===== src/rtl/uart_receiver.sv =====
// -----------------------------------------------------------------------------
// uart_receiver
// Serial-to-parallel UART receive stage. Frame: start(0), 8 data bits LSB
// first, even parity, stop(1). The asynchronous rx line is synchronised by two
// flops, each bit is sampled at mid-bit, and parity and stop are checked. The
// received byte is presented with a one-cycle valid strobe plus error flags.
// A status LED is lit for LED_HOLD clocks after each error-free frame.
//
// Optional feature macro: RX_MAJORITY_EN
//   defined   : every sample is the 2-of-3 majority of rx_s taken at sample
//               point -2, -1 and 0 clocks. This rejects one glitch clock.
//   undefined : a single rx_s sample is taken at the sample point.
//
// Ports:
//   clk        in   system clock, rising edge
//   rst_n      in   asynchronous active-low reset
//   rx         in   UART serial input, asynchronous to clk, idle high
//   data_out   out  [7:0] last received byte
//   rx_valid   out  one-cycle pulse; data_out, parity_err and frame_err updated
//   rx_busy    out  frame reception in progress
//   parity_err out  last frame failed the even-parity check
//   frame_err  out  last frame had stop bit = 0
//   led        out  high for LED_HOLD clocks after an error-free frame
// -----------------------------------------------------------------------------
module uart_receiver #(
    parameter int CLK_FREQ     = 100_000_000,
    parameter int BAUD_RATE    = 9600,
    parameter int CLKS_PER_BIT = CLK_FREQ / BAUD_RATE,
    parameter int LED_HOLD     = 5_000_000
) (
    input  logic       clk,
    input  logic       rst_n,
    input  logic       rx,
    output logic [7:0] data_out,
    output logic       rx_valid,
    output logic       rx_busy,
    output logic       parity_err,
    output logic       frame_err,
    output logic       led
);

    localparam int          LED_W    = $clog2(LED_HOLD + 1);
    localparam logic [13:0] HALF_END = 14'(CLKS_PER_BIT / 2 - 1);
    localparam logic [13:0] BIT_END  = 14'(CLKS_PER_BIT - 1);

    typedef enum logic [2:0] {
        IDLE   = 3'd0,
        START  = 3'd1,
        DATA   = 3'd2,
        PARITY = 3'd3,
        STOP   = 3'd4
    } state_t;

    // High when the received parity bit does not make the total count of ones even.
    function automatic logic parity_bad(input logic [7:0] data, input logic par_bit);
        return par_bit ^ (^data);
    endfunction

    // 2-of-3 majority vote.
    function automatic logic maj3(input logic a, input logic b, input logic c);
        return (a & b) | (a & c) | (b & c);
    endfunction

    state_t            state_q, state_d;
    logic              sync1_q, sync2_q, rx_prev_q;
    logic              rx_s;
    logic              samp_s;
    logic [13:0]       clk_count_q, clk_count_d;
    logic [2:0]        bit_index_q, bit_index_d;
    logic [7:0]        shift_q, shift_d;
    logic              par_bad_q, par_bad_d;
    logic [7:0]        data_q, data_d;
    logic              valid_q, valid_d;
    logic              busy_q, busy_d;
    logic              perr_q, perr_d;
    logic              ferr_q, ferr_d;
    logic [LED_W-1:0]  led_cnt_q, led_cnt_d;
    logic              led_q, led_d;

    assign rx_s = sync2_q;

`ifdef RX_MAJORITY_EN
    logic rx_prev2_q;

    // Second history flop so the vote can see rx_s two clocks back.
    always_ff @(posedge clk or negedge rst_n) begin
        if (!rst_n) begin
            rx_prev2_q <= 1'b1;
        end else begin
            rx_prev2_q <= rx_prev_q;
        end
    end

    assign samp_s = maj3(rx_prev2_q, rx_prev_q, rx_s);
`else
    assign samp_s = rx_s;
`endif

    // Two-flop synchroniser plus one-cycle delayed copy for edge detection.
    always_ff @(posedge clk or negedge rst_n) begin
        if (!rst_n) begin
            sync1_q   <= 1'b1;
            sync2_q   <= 1'b1;
            rx_prev_q <= 1'b1;
        end else begin
            sync1_q   <= rx;
            sync2_q   <= sync1_q;
            rx_prev_q <= sync2_q;
        end
    end

    // State, datapath and output registers.
    always_ff @(posedge clk or negedge rst_n) begin
        if (!rst_n) begin
            state_q     <= IDLE;
            clk_count_q <= 14'd0;
            bit_index_q <= 3'd0;
            shift_q     <= 8'd0;
            par_bad_q   <= 1'b0;
            data_q      <= 8'd0;
            valid_q     <= 1'b0;
            busy_q      <= 1'b0;
            perr_q      <= 1'b0;
            ferr_q      <= 1'b0;
            led_cnt_q   <= '0;
            led_q       <= 1'b0;
        end else begin
            state_q     <= state_d;
            clk_count_q <= clk_count_d;
            bit_index_q <= bit_index_d;
            shift_q     <= shift_d;
            par_bad_q   <= par_bad_d;
            data_q      <= data_d;
            valid_q     <= valid_d;
            busy_q      <= busy_d;
            perr_q      <= perr_d;
            ferr_q      <= ferr_d;
            led_cnt_q   <= led_cnt_d;
            led_q       <= led_d;
        end
    end

    // Next-state and datapath logic for the receive FSM and LED timer.
    always_comb begin
        state_d     = state_q;
        clk_count_d = clk_count_q;
        bit_index_d = bit_index_q;
        shift_d     = shift_q;
        par_bad_d   = par_bad_q;
        data_d      = data_q;
        valid_d     = 1'b0;
        busy_d      = busy_q;
        perr_d      = perr_q;
        ferr_d      = ferr_q;

        if (led_cnt_q != '0) begin
            led_cnt_d = led_cnt_q - LED_W'(1);
        end else begin
            led_cnt_d = led_cnt_q;
        end

        case (state_q)
            IDLE: begin
                // Only a true falling edge starts a frame; a line stuck low does not.
                if (rx_prev_q && !rx_s) begin
                    clk_count_d = 14'd0;
                    busy_d      = 1'b1;
                    state_d     = START;
                end else begin
                    state_d     = IDLE;
                end
            end
            START: begin
                if (clk_count_q == HALF_END) begin
                    if (!samp_s) begin
                        clk_count_d = 14'd0;
                        bit_index_d = 3'd0;
                        state_d     = DATA;
                    end else begin
                        // Start bit not low at mid-bit: treat as a glitch.
                        busy_d  = 1'b0;
                        state_d = IDLE;
                    end
                end else begin
                    clk_count_d = clk_count_q + 14'd1;
                end
            end
            DATA: begin
                if (clk_count_q == BIT_END) begin
                    clk_count_d          = 14'd0;
                    shift_d[bit_index_q] = samp_s;
                    if (bit_index_q == 3'd7) begin
                        state_d = PARITY;
                    end else begin
                        bit_index_d = bit_index_q + 3'd1;
                    end
                end else begin
                    clk_count_d = clk_count_q + 14'd1;
                end
            end
            PARITY: begin
                if (clk_count_q == BIT_END) begin
                    clk_count_d = 14'd0;
                    par_bad_d   = parity_bad(shift_q, samp_s);
                    state_d     = STOP;
                end else begin
                    clk_count_d = clk_count_q + 14'd1;
                end
            end
            STOP: begin
                // Finishing mid-stop-bit leaves time to catch a back-to-back start edge.
                if (clk_count_q == BIT_END) begin
                    clk_count_d = 14'd0;
                    data_d      = shift_q;
                    perr_d      = par_bad_q;
                    ferr_d      = ~samp_s;
                    valid_d     = 1'b1;
                    busy_d      = 1'b0;
                    state_d     = IDLE;
                    if (!par_bad_q && samp_s) begin
                        led_cnt_d = LED_W'(LED_HOLD);
                    end else begin
                        led_cnt_d = led_cnt_d;
                    end
                end else begin
                    clk_count_d = clk_count_q + 14'd1;
                end
            end
            default: begin
                busy_d  = 1'b0;
                state_d = IDLE;
            end
        endcase

        led_d = (led_cnt_d != '0);
    end

    assign data_out   = data_q;
    assign rx_valid   = valid_q;
    assign rx_busy    = busy_q;
    assign parity_err = perr_q;
    assign frame_err  = ferr_q;
    assign led        = led_q;

endmodule


===== config.mk =====
export PLATFORM = sky130hd
export DESIGN_NAME = uart_receiver
export DESIGN_NICKNAME = d
export VERILOG_FILES = /design/src/rtl/uart_receiver.sv
export SDC_FILE = /design/constraint.sdc
export NUM_CORES = 1
export LEC_CHECK = 0
export CORE_MARGIN = 2
export CORE_UTILIZATION = 60
export CTS_CLUSTER_DIAMETER = 80
export DETAILED_ROUTE_END_ITERATION = 8
export GPL_TIMING_DRIVEN = 0
export HOLD_SLACK_MARGIN = 0.12
export PLACE_DENSITY = 0.79
export REMOVE_ABC_BUFFERS = 1
export SKIP_LAST_GASP = 1
export SLEW_MARGIN = 15
export SYNTH_ARGS = -nofsm -noshare
export SYNTH_HDL_FRONTEND = slang
export SYNTH_SLANG_ARGS = --single-unit
export TNS_END_PERCENT = 1

===== constraint.sdc =====
create_clock -name clk -period 3.7 [get_ports clk]
set_input_delay 0.555 -clock clk [delete_from_list [all_inputs] [get_ports clk]]
set_output_delay 0.555 -clock clk [all_outputs]
set_load 0.1 [all_outputs]

==> metrics <==
status=finished clean; Least-Margin Pin Slew=1.03 ns; Placer Congestion=0.871; die height=81.5 um; worst vdd ir=0.320 mV; FF-to-FF path depth=8; Synth Area in Compound Gates=14.2%; Wirelength per Cell=15.5 um; distinct cell type count after synthesis=56; initial antenna violation count=0; multiplexer area fraction after synthesis=4.03%; DR vias/cell=6.05; Antenna Nets Post-Route=0; Max clock buf depth=2; CP max-delay cell=nor4_4; Netlist Area Pre-Place=3600 um^2; GRT overflow=0; top cell type's share of synthesized area=45.2%; Worst-path clk slew=0.07 ns; Setup crit start kind=register; worst min-delay path class=register to register; largest family of logic cells by synthesized area=simple AND/OR/NAND/NOR gates; delay-heaviest family, CP=simple AND/OR/NAND/NOR gates; Final Cycle Share=84.4%; CTS root buf=clkbuf_8; Post-Syn Area per Cell=9.74 um^2; pin count of the biggest net entering global routing=52; synth warn=0; DRC violations left=0; most common cell after layout, fill and taps aside=dfrtp_1; count of input and output buffers=15; stages on the worst setup path=8; Synth Instances=370; layout cells sized above 1=10.8%; # rows=28; static leakage power=1.82 nW; Clock Latency Late Sink=0.35 ns; die area=6640 um^2; max cap viols=0; pwr/cell area=382 nW/um^2; Layout area overhead=11.9%; Clock Sinks=68; worst-path fanout max=18; first-pass GRT wire length=11800 um; crit path cell chain=ha_1 > and4_1 > nand4_1 > nor4_4 > o21ai_0 > a21oi_1 > a31o_2 > nand4b_1; Tot Pwr=0.00154 W; ANT cells=0; CTS tree=built; Hold Slack=0.359 ns; Final setup viols=0; most frequent cells in the layout=dfrtp_1 (65), nor2_1 (34), nand2_1 (33), o21ai_0 (32), xnor2_1 (20); Crit path largest cell delay=1.01 ns; Starting Density=61.6%; Most used DFF post-synth=dfrtp_1; Crit Path Category=register to register; post-synthesis xor/xnor area fraction=5.84%; largest area contributor in the netlist=dfrtp_1; post-layout min period=3.12 ns; number of synthesized flops with an enable pin=0; setup skew after layout=0.0129 ns; Post-Route Setup TNS=0 ns; Chip Width=81.5 um; vias in the first global route=2603; slew margin rel.=31.1%; final core utilization=68.9%; #FFs+latches synth=68; max-slew violations=0; fmax=320 MHz; I/O pins=16; routed wire length=7190 um; area share of fa/ha/maj cells after synthesis=1.74%; Synth Area in Simple Gates=24.4%; placed insts=447; TritonRoute pass-1 iters=4; Final Hold Fails=0; crit path DAT=3.33 ns; Nets=392; FILL cells=454; RSZ-0062 raised after global routing=no; Num CTS Buffers=9; Detailed Route Iter0 Violations=187; Post-synth ARST share=100%; Via Count=2808; Worst Setup End Kind=register; core area=5850 um^2; Buffers & Inverters on Critical Path=0; Layout Cells excl Fill=464; top cells by area in the synthesized netlist=dfrtp_1 (45%), xnor2_1 (4.9%), o21ai_0 (4.4%), mux2_2 (3.8%), nor2_1 (3.5%); Seq/Total Area, Yosys=47.3%; DP HPWL=4860 um; GR Util All Layers=23.5%; Hold Path Stages=0; total setup buffers inserted after CTS=0; Worst Path Required=3.91 ns; H-tree depth=3
## registers in the layout (all words and copies together) (netlist names), 3 cells and up
register	flops
led_cnt_q	23
bit_index_q	3
clk_count_q	14
data_out	8
state_q	3
shift_q	8
## metal layers
metal	track usage (%)	wire length [um]	vias up
li1	-	-	1382
met1	30.1	3290	1354
met2	38.4	3480	56
met3	5.49	274	16
met4	9.66	146	0
met5	0	0	-
## cell type report
cell class / count / area, um^2 / area share (%)
flip-flops and latches: 68 / 1710 / 42.3
clock inverters: 6 / 88.8 / 2.20
clock buffers: 10 / 128 / 3.16
multi-input cells: 282 / 1810 / 44.9
inverters: 6 / 22.5 / 0.558
repair buffers: 17 / 185 / 4.59
well taps: 75 / 93.8 / 2.33
## timing repair
item                                   CTS  global route
hold buffers                             1             0
endpoints found under the hold margin   17             0
resized for setup                        0             0
## worst register-to-register path, cell delays in order, from the launching register on
cell,delay [ns]
dfrtp_1,0.39
ha_1,0.27
and4_1,0.28
nand4_1,0.45
nor4_4,1.01
o21ai_0,0.22
a21oi_1,0.18
a31o_2,0.11
nand4b_1,0.09
## through the flow
step,cell area [um^2],setup slack (ns)
final,4030,0.578
after global routing,4030,0.218
after CTS,4030,0.559
after detailed placement,3810,0.560
after global placement,3780,-0.178
after floorplan,3540,1.17
## cell usage after synthesis (2+ instances only)
cell type / count
a211oi_1: 2
a21oi_1: 12
a22oi_1: 2
a31oi_1: 5
and2_1: 4
and3_1: 8
and4_1: 2
buf_2: 4
clkbuf_1: 8
dfrtp_1: 65
dfstp_2: 3
ha_1: 5
inv_1: 6
mux2_2: 12
nand2_1: 33
nand2b_1: 9
nand3_1: 15
nand3b_1: 4
nand4_1: 4
nor2_1: 34
nor2b_1: 3
nor3_1: 9
nor3b_1: 4
nor4_1: 10
nor4_4: 3
o21a_1: 2
o21ai_0: 32
o21ai_1: 8
o22ai_1: 2
o31ai_1: 7
or3_1: 3
or4_1: 4
xnor2_1: 20
xor2_1: 4
## report_power, final
part | internal, W | switching (W)
Clock | 0.000379 | 0.000288
Combinational | 0.0000319 | 0.0000644
Sequential | 0.000759 | 0.0000165
## kinds of logic (layout without fill, tap and decap cells)
| family | count (synthesis) | count (layout) |
|---|---|---|
| muxes | 13 | 13 |
| xor gates and xnor gates | 24 | 24 |
| adders and majority gates | 5 | 5 |
| AOI/OAI and AO/OA | 83 | 83 |
| DFF | 68 | 68 |
| and+or+nand+nor | 157 | 157 |
| buffers and inverters | 20 | 39 |
## final timing paths
| kind | start | end | slack [ns] |
|---|---|---|---|
| min | sync1_q$_DFF_PN1_ | rx_s$_DFF_PN1_ | 0.36 |
| min in group asynchronous | rst_n | led_cnt_q[8]$_DFF_PN0_ | 0.62 |
| max | clk_count_q[0]$_DFFE_PN0P_ | led$_DFF_PN0_ | 0.58 |
| max reg2reg | clk_count_q[0]$_DFFE_PN0P_ | led$_DFF_PN0_ | 0.58 |
| min reg2reg | sync1_q$_DFF_PN1_ | rx_s$_DFF_PN1_ | 0.36 |
| max in group asynchronous | rst_n | sync1_q$_DFF_PN1_ | 2.50 |
No activity file was read; power rests on OpenSTA's default activity.
